===== src/rtl/mac_pkg.sv =====
// Shared definitions for the dot-product accumulator slice:
// the FSM state encoding and the default datapath widths.
package mac_pkg;

  localparam int PROD_W_DEF = 64;
  localparam int ACC_W_DEF  = 72;
  localparam int LEN_W_DEF  = 8;

  typedef enum logic [1:0] {
    IDLE  = 2'd0,
    ACCUM = 2'd1,
    HOLD  = 2'd2
  } state_t;

endpackage


===== src/rtl/acc_add_sat.sv =====
// Combinational accumulate step: acc + zero-extended prod, returning the
// next accumulator value and the carry out of bit ACC_W-1.
// Build option: define ACC_SATURATE_EN to clamp the accumulator to all-ones
// on carry-out; it then stays clamped while 'clamped' is high. Without the
// macro the sum wraps modulo 2^ACC_W.
module acc_add_sat #(
  parameter int PROD_W = 64,
  parameter int ACC_W  = 72
) (
  input  logic [ACC_W-1:0]  acc,
  input  logic [PROD_W-1:0] prod,
  input  logic              clamped,
  output logic [ACC_W-1:0]  sum,
  output logic              carry
);

  logic [ACC_W:0] wide_sum;

  // Unsigned add one bit wider than the accumulator so the carry is visible.
  always_comb begin
    wide_sum = {1'b0, acc} + {{(ACC_W + 1 - PROD_W){1'b0}}, prod};
    carry    = wide_sum[ACC_W];
`ifdef ACC_SATURATE_EN
    if (carry || clamped) begin
      sum = {ACC_W{1'b1}};
    end else begin
      sum = wide_sum[ACC_W-1:0];
    end
`else
    sum = wide_sum[ACC_W-1:0];
`endif
  end

`ifndef ACC_SATURATE_EN
  // The clamp request only matters in saturating builds.
  logic unused_clamped;
  assign unused_clamped = clamped;
`endif

endmodule


===== src/rtl/dot_product_accumulator.sv =====
// Dot-product accumulator: sums a programmed number of multiplier products
// into a wide accumulator and offers the result on a valid/ready output.
// Build option: ACC_SATURATE_EN selects saturating accumulation (see
// acc_add_sat); the default build wraps.
//
// Handshake: a product beat transfers on a cycle where in_valid && in_ready
// at the rising edge; the result transfers on out_valid && out_ready. A
// source may raise valid at any time; ready never depends on valid, and all
// outputs come from registers or the state register only.
module dot_product_accumulator
  import mac_pkg::*;
#(
  parameter int PROD_W = PROD_W_DEF,
  parameter int ACC_W  = ACC_W_DEF,
  parameter int LEN_W  = LEN_W_DEF
) (
  input  logic              clk,
  input  logic              rst,
  input  logic              start,
  input  logic [LEN_W-1:0]  len,
  input  logic              in_valid,
  output logic              in_ready,
  input  logic [PROD_W-1:0] prod,
  output logic              out_valid,
  input  logic              out_ready,
  output logic [ACC_W-1:0]  acc_out,
  output logic              busy,
  output logic              overflow,
  output logic [1:0]        state_dbg
);

  state_t            state;
  state_t            state_next;
  logic [ACC_W-1:0]  acc;
  logic [LEN_W-1:0]  count;
  logic              beat;
  logic [ACC_W-1:0]  add_sum;
  logic              add_carry;

  assign beat = in_valid && (state == ACCUM);

  acc_add_sat #(
    .PROD_W (PROD_W),
    .ACC_W  (ACC_W)
  ) u_add (
    .acc     (acc),
    .prod    (prod),
    .clamped (overflow),
    .sum     (add_sum),
    .carry   (add_carry)
  );

  // State register; reset abandons any job in flight.
  always_ff @(posedge clk or posedge rst) begin
    if (rst) begin
      state <= IDLE;
    end else begin
      state <= state_next;
    end
  end

  // Next-state decode; start is only looked at in IDLE.
  always_comb begin
    state_next = state;
    case (state)
      IDLE: begin
        if (start) begin
          state_next = (len == '0) ? HOLD : ACCUM;
        end
      end
      ACCUM: begin
        if (beat && (count == LEN_W'(1))) begin
          state_next = HOLD;
        end
      end
      HOLD: begin
        if (out_ready) begin
          state_next = IDLE;
        end
      end
      default: state_next = IDLE;
    endcase
  end

  // Accumulator, term counter and sticky overflow flag.
  always_ff @(posedge clk or posedge rst) begin
    if (rst) begin
      acc      <= '0;
      count    <= '0;
      overflow <= 1'b0;
    end else begin
      case (state)
        IDLE: begin
          if (start) begin
            acc      <= '0;
            overflow <= 1'b0;
            count    <= len;
          end
        end
        ACCUM: begin
          if (beat) begin
            acc      <= add_sum;
            overflow <= overflow | add_carry;
            count    <= count - LEN_W'(1);
          end
        end
        default: begin
          acc      <= acc;
          count    <= count;
          overflow <= overflow;
        end
      endcase
    end
  end

  assign in_ready  = (state == ACCUM);
  assign out_valid = (state == HOLD);
  assign busy      = (state == ACCUM) || (state == HOLD);
  assign acc_out   = acc;
  assign state_dbg = state;

endmodule

===== config.mk =====
export PLATFORM = sky130hd
export DESIGN_NAME = dot_product_accumulator
export DESIGN_NICKNAME = d
export VERILOG_FILES = /design/src/rtl/mac_pkg.sv /design/src/rtl/acc_add_sat.sv /design/src/rtl/dot_product_accumulator.sv
export SDC_FILE = /design/constraint.sdc
export NUM_CORES = 1
export LEC_CHECK = 0
export CAP_MARGIN = 0
export CORE_ASPECT_RATIO = 0.6
export CORE_UTILIZATION = 50
export DETAILED_ROUTE_END_ITERATION = 12
export PLACE_DENSITY_LB_ADDON = 0.12
export SYNTH_ARGS = -nofsm -noshare
export SYNTH_HDL_FRONTEND = slang
export SYNTH_SLANG_ARGS = --single-unit

===== constraint.sdc =====
create_clock -name clk -period 5.8 [get_ports clk]
set_input_delay 0.58 -clock clk [delete_from_list [all_inputs] [get_ports clk]]
set_output_delay 0.58 -clock clk [all_outputs]
set_load 0.005 [all_outputs]

# Yosys cells after proc, flatten, opt, wreduce, memory -nomap -nowiden
# Index checks and enable logic that the tools add are counted.
[word_totals]
out_inout_bits = 78
register_bits = 83
word_cells = 36
inputBits = 77
[op_classes]
addsub = 2
n_mux = 14
bitwise = 1
n_reduce_logical = 8
eq_ne = 7
[op_table]
columns = ["op", "count"]
rows = [
  ["$mux 72", 2],
  ["$pmux 72 s2", 1],
  ["$add 72x64->73", 1],
  ["$mux 8", 2],
  ["$pmux 8 s2", 1],
  ["$eq 8x1->1 const B", 1],
  ["$logic_not 8->1", 1],
  ["$mux 2", 4],
  ["$sub 8x1->8 const B", 1],
  ["$ne 2x1->1 const B", 3],
  ["$pmux 2 s3", 1],
  ["$reduce_and 3->1", 2],
  ["$eq 2x1->1 const B", 1],
  ["$eq 2x2->1 const B", 1],
  ["$logic_and 1x1->1", 2],
  ["$logic_not 2->1", 1],
  ["$mux 1", 2],
  ["$ne 2x2->1 const B", 1],
  ["$pmux 1 s2", 1],
  ["$reduce_bool 2->1", 1],
  ["$logic_or 1x1->1", 1],
  ["$or 1x1->1", 1],
]

# Logic depth before layout (Yosys ltp)
[logic_depth]
ltp_word = 5
depth_mapped = 12
mapped_depth_nobuf = 12

# Modules after synthesis
# A second synthesis with hierarchy kept.
[hier_totals]
hier_cells = 976
area_unflattened_um2 = 7503.4
[modules_own_cells]
columns = ["module", "seq_area_each_um2", "instances", "cells_per_inst", "area_each_um2"]
rows = [
  ["acc_add_sat", 0.0, 1, 576, 3932.5],
  ["dot_product_accumulator", 2077.0, 1, 400, 3570.9],
]

# Least setup slack after synthesis
# Ideal clock, no wire load.
[synth_timing]
path_kind = "in2reg"
startpoint = "input prod[56]"
endpoint = "register acc[68], in the netlist acc_out[68]"
path_stages = 11
required_ns = 5.680
setup_time_ns = 0.120
arrival_ns = 2.823
path_slack_ns = 2.857
n_path_buf = 2
path_cell_list = "ha_1 -> buf_2 -> nand2_1 -> or3_1 -> buf_2 -> or4_1 -> a21oi_2 -> o21ai_2 -> a21oi_2 -> a31oi_1 -> a41o_1"
[synth_via]
elab_chain_len = 3
[synth_lines]
columns = ["element", "line", "source"]
rows = [
  ["start, declared", "dot_product_accumulator.sv:23", "input logic [PROD_W-1:0] prod,"],
  ["$add 72x64->73", "acc_add_sat.sv:21", "wide_sum = {1'b0, acc} + {{(ACC_W + 1 - PROD_W){1'b0}}, prod};"],
  ["$mux 72", "dot_product_accumulator.sv:101", "if (beat) begin"],
  ["$pmux 72 s2", "dot_product_accumulator.sv:92", "case (state)"],
  ["end signal, assigned", "dot_product_accumulator.sv:102", "acc <= add_sum;"],
  ["end, declared", "dot_product_accumulator.sv:34", "logic [ACC_W-1:0] acc;"],
]
# Every way passes these cells. The select of a mux whose other input is x is not followed.
# A chain may end at the register's enable or synchronous reset.

# Worst setup path after layout
[layout_timing]
startpoint = "input prod[36]"
endpoint = "register acc[55], in the netlist acc_out[55]"
# Same word-level chain as after synthesis.

==> out/qor.csv <==
metric,value,unit
vdd_ir_drop_max,0.000278,V
drive_above_1_share,3.11,%
p_comb_share,65.9,%
placed_area,8790,µm²
grt_pass1_wl,34.3,mm
yosys_warnings,0,
hold_buffers,0,
cts_tree,done,
die_area,14800,µm²
drv_slew,0,
route.met2.wl,8.09,mm
layout_min_cycle_time,3620,ps
worst_slew_pin_slew,934,ps
die_h,94.5,µm
p_leak,0.00396,µW
worst_skew_pair.late_latency,350,ps
cp_slowest_cell,or4_1,
ant_nets,0,
h-tree-depth,3,
crit_path_end_kind,flop,
power.switching,2250,µW
fin_crit_sh,62.4,%
nFillCells,1220,
highest_layer,met4,
finalSetupTns,0,ps
routedWlPerCell,17.7,µm
synthCells,891,
switching_share,47.2,%
cp_common_cell,o21ai_1,
core-area,13800,µm²
postRouteWirelength,21.6,mm
rsz0062_at_grt,false,
critPathLaunchType,primary input,
synth.distinct_cells,68,
dr.first_iter.drc_count,758,
dp_hpwl,16.4,mm
final_cell_area,9060,µm²
hold_path.class,reg2reg,
max-slew-margin-rel,37.5,%
synth_ff_type,dfrtp_1,
post_cts_resized,0,
io_pins,155,
startpoint,prod[36],
syn_to_final_growth,27.2,%
cts_root_buf,clkbuf_16,
gp_congestion,0.917,
rr_startpoint,acc_out[25],
critPathCapture,acc_out[55],
seq_area_frac_synth,29.1,%
n_antenna_cell,0,
status,"finished, final reports clean",
p_int,2510,µW
drv_cap,0,
path_max_fanout,8,
r2r_cells,11,
routed_via_density,6.03,
vias,7362,
async_flop_share,100,%
grt_pass1_vias,6577,
clock-sinks,83,
fin_skew,11.5,ps
r2r_slack,2420,ps
crit_chain,clkdlybuf4s50_1 > ha_1 > nand2_1 > nor4_2 > nand3_1 > or4_1 > a311oi_2 > or2_2 > a41oi_2 > o21ai_1 > xnor2_1 > o21ai_1,
critical_path_class,in2reg,
drt_first_pass_iters,5,
initial_utilization,51.7,%
crit_arrival,3830,ps
netlist_area,7130,µm²
clk_pin_slew,70,ps
drt-met1-wl,11.1,mm
syn_avg_cell_area,8.00,µm²
whs_path_depth,2,
timing_hold_violations_final,0,
fmax,276,MHz
setup_violations,0,
die_w,156,µm
power_frac_seq,22.3,%
p_clk_share,11.8,%
num_rows,33,
route.detailed.drc,0,
grt_use_total,29.8,%
post_cts_buffers,0,
ys_ff_latch,83,
cp_data_required_time,6010,ps
numCtsBuffers,9,
finalNetCount,1170,
cp_slowest_stage_delay,480,ps
met3_length,2.14,mm
portBuffers,154,
grt_max_degree,66,
r2r-end,acc_out[55],
grt_remaining_overflow,0,
powerDensity,525,nW/µm²
grt_antenna_before_repair,0,
synth-edff-count,0,
cts_buffer_depth,2,
synth_fp_nets,1038,
flip-flops by register name, summed over array words and instances (netlist names):
register and flops:
state_dbg 2, count 8, overflow 1, acc_out 72
power groups by stage:
stage	combinational, µW	sequential (µW)	clock [µW]
after floorplan	2010	1030	0
after global placement	3020	1060	0
after detailed placement	3060	1060	0
after CTS	3090	1060	567
after global routing	3440	1090	593
final	3140	1060	561
metrics by stage:
stage	total power (µW)	setup WS, ps	std cells	util, %	hold WS, ps
3_3_place_gp	4080	1930	1204	63.7	486
5_1_grt	5130	2020	1220	65.7	527
3_5_place_dp	4120	1920	1204	63.7	498
4_1_cts	4710	2270	1220	65.7	514
2_1_floorplan	3040	2860	891	-	470
6_report	4760	2180	1220	65.7	508
worst max-delay path, delay by kind of cell:
family / cells / cell delay [ps]
adder cells (fa/ha/maj): 1 / 450
XOR/XNOR: 1 / 140
buffers and inverters: 1 / 430
AO/OA/AOI/OAI: 4 / 880
AND/OR/NAND/NOR: 5 / 1330
cell usage in the layout (no fill, tap or decap), drive strengths merged, types with 8 or more instances in the layout:
| cell | count |
|---|---|
| clkdlybuf4s50 | 154 |
| nand2 | 140 |
| o21ai | 107 |
| a21oi | 93 |
| dfrtp | 83 |
| ha | 69 |
| nor2 | 40 |
| xnor2 | 34 |
| xor2 | 31 |
| a21o | 27 |
| inv | 25 |
| nand3 | 22 |
| nand4 | 17 |
| nor3 | 14 |
| and3 | 14 |
| clkbuf | 13 |
| a31oi | 12 |
| o21bai | 11 |
| a211oi | 9 |
| o21a | 9 |
| o211ai | 8 |
cell families (layout without fill, tap and decap cells):
| group | count (synthesis) | in the layout | share of synthesized area (%) |
|---|---|---|---|
| buf+inv | 63 | 200 | 3.60 |
| mux | 2 | 2 | 0.281 |
| fa+ha+maj | 70 | 70 | 12.4 |
| flops | 83 | 83 | 29.1 |
| simple gates | 282 | 282 | 18.2 |
| compound gates | 326 | 326 | 28.4 |
| xor+xnor | 65 | 65 | 7.99 |
how the worst min path moves through the flow:
stage                from  slack (ps)         end
4_1_cts        acc_out[0]         510  acc_out[0]
6_report       acc_out[0]         510  acc_out[0]
3_3_place_gp     overflow         490    overflow
5_1_grt          count[6]         530    count[6]
3_5_place_dp     count[6]         500    count[6]
2_1_floorplan    count[6]         470    count[6]
per-layer routing:
layer,global-route usage (%),vias to the layer above
li1,-,3541
met1,47.5,3429
met2,40.1,368
met3,6.38,24
met4,5.72,0
met5,0,-
Yosys cell counts (4+ instances only):
cell,count,share of area [%]
xnor2_1,34,4.2
a221o_1,5,0.70
buf_2,15,1.1
and3_1,14,1.2
or3_1,4,0.35
nor2b_1,6,0.53
nand3_1,22,1.5
ha_1,69,12
nand2_1,140,7.4
xor2_1,31,3.8
nor2_1,40,2.1
a31oi_1,12,1.1
nand2b_1,4,0.35
dfrtp_1,83,29
clkbuf_1,20,1.1
a21oi_1,91,6.4
o211ai_1,8,0.84
o21ai_1,11,0.77
o21ai_0,95,6.7
inv_1,26,1.4
a21o_1,27,2.8
nor4_1,4,0.35
o21a_1,9,0.95
nand4_1,16,1.4
and2_1,4,0.35
a211oi_1,9,0.95
nor3_1,14,0.98
o21bai_1,11,1.2
o31ai_1,6,0.63
layout make-up:
type	count	area, µm²	share of cell area, %
Timing Repair Buffer	158	1570	17.3
Tap cell	192	240	2.65
Inverter	26	98.8	1.09
Sequential cell	83	2080	22.9
Clock buffer	13	250	2.76
Multi-Input combinational cell	745	4800	53.0
Clock inverter	3	23.8	0.262
Power figures use the tool's default switching activity.
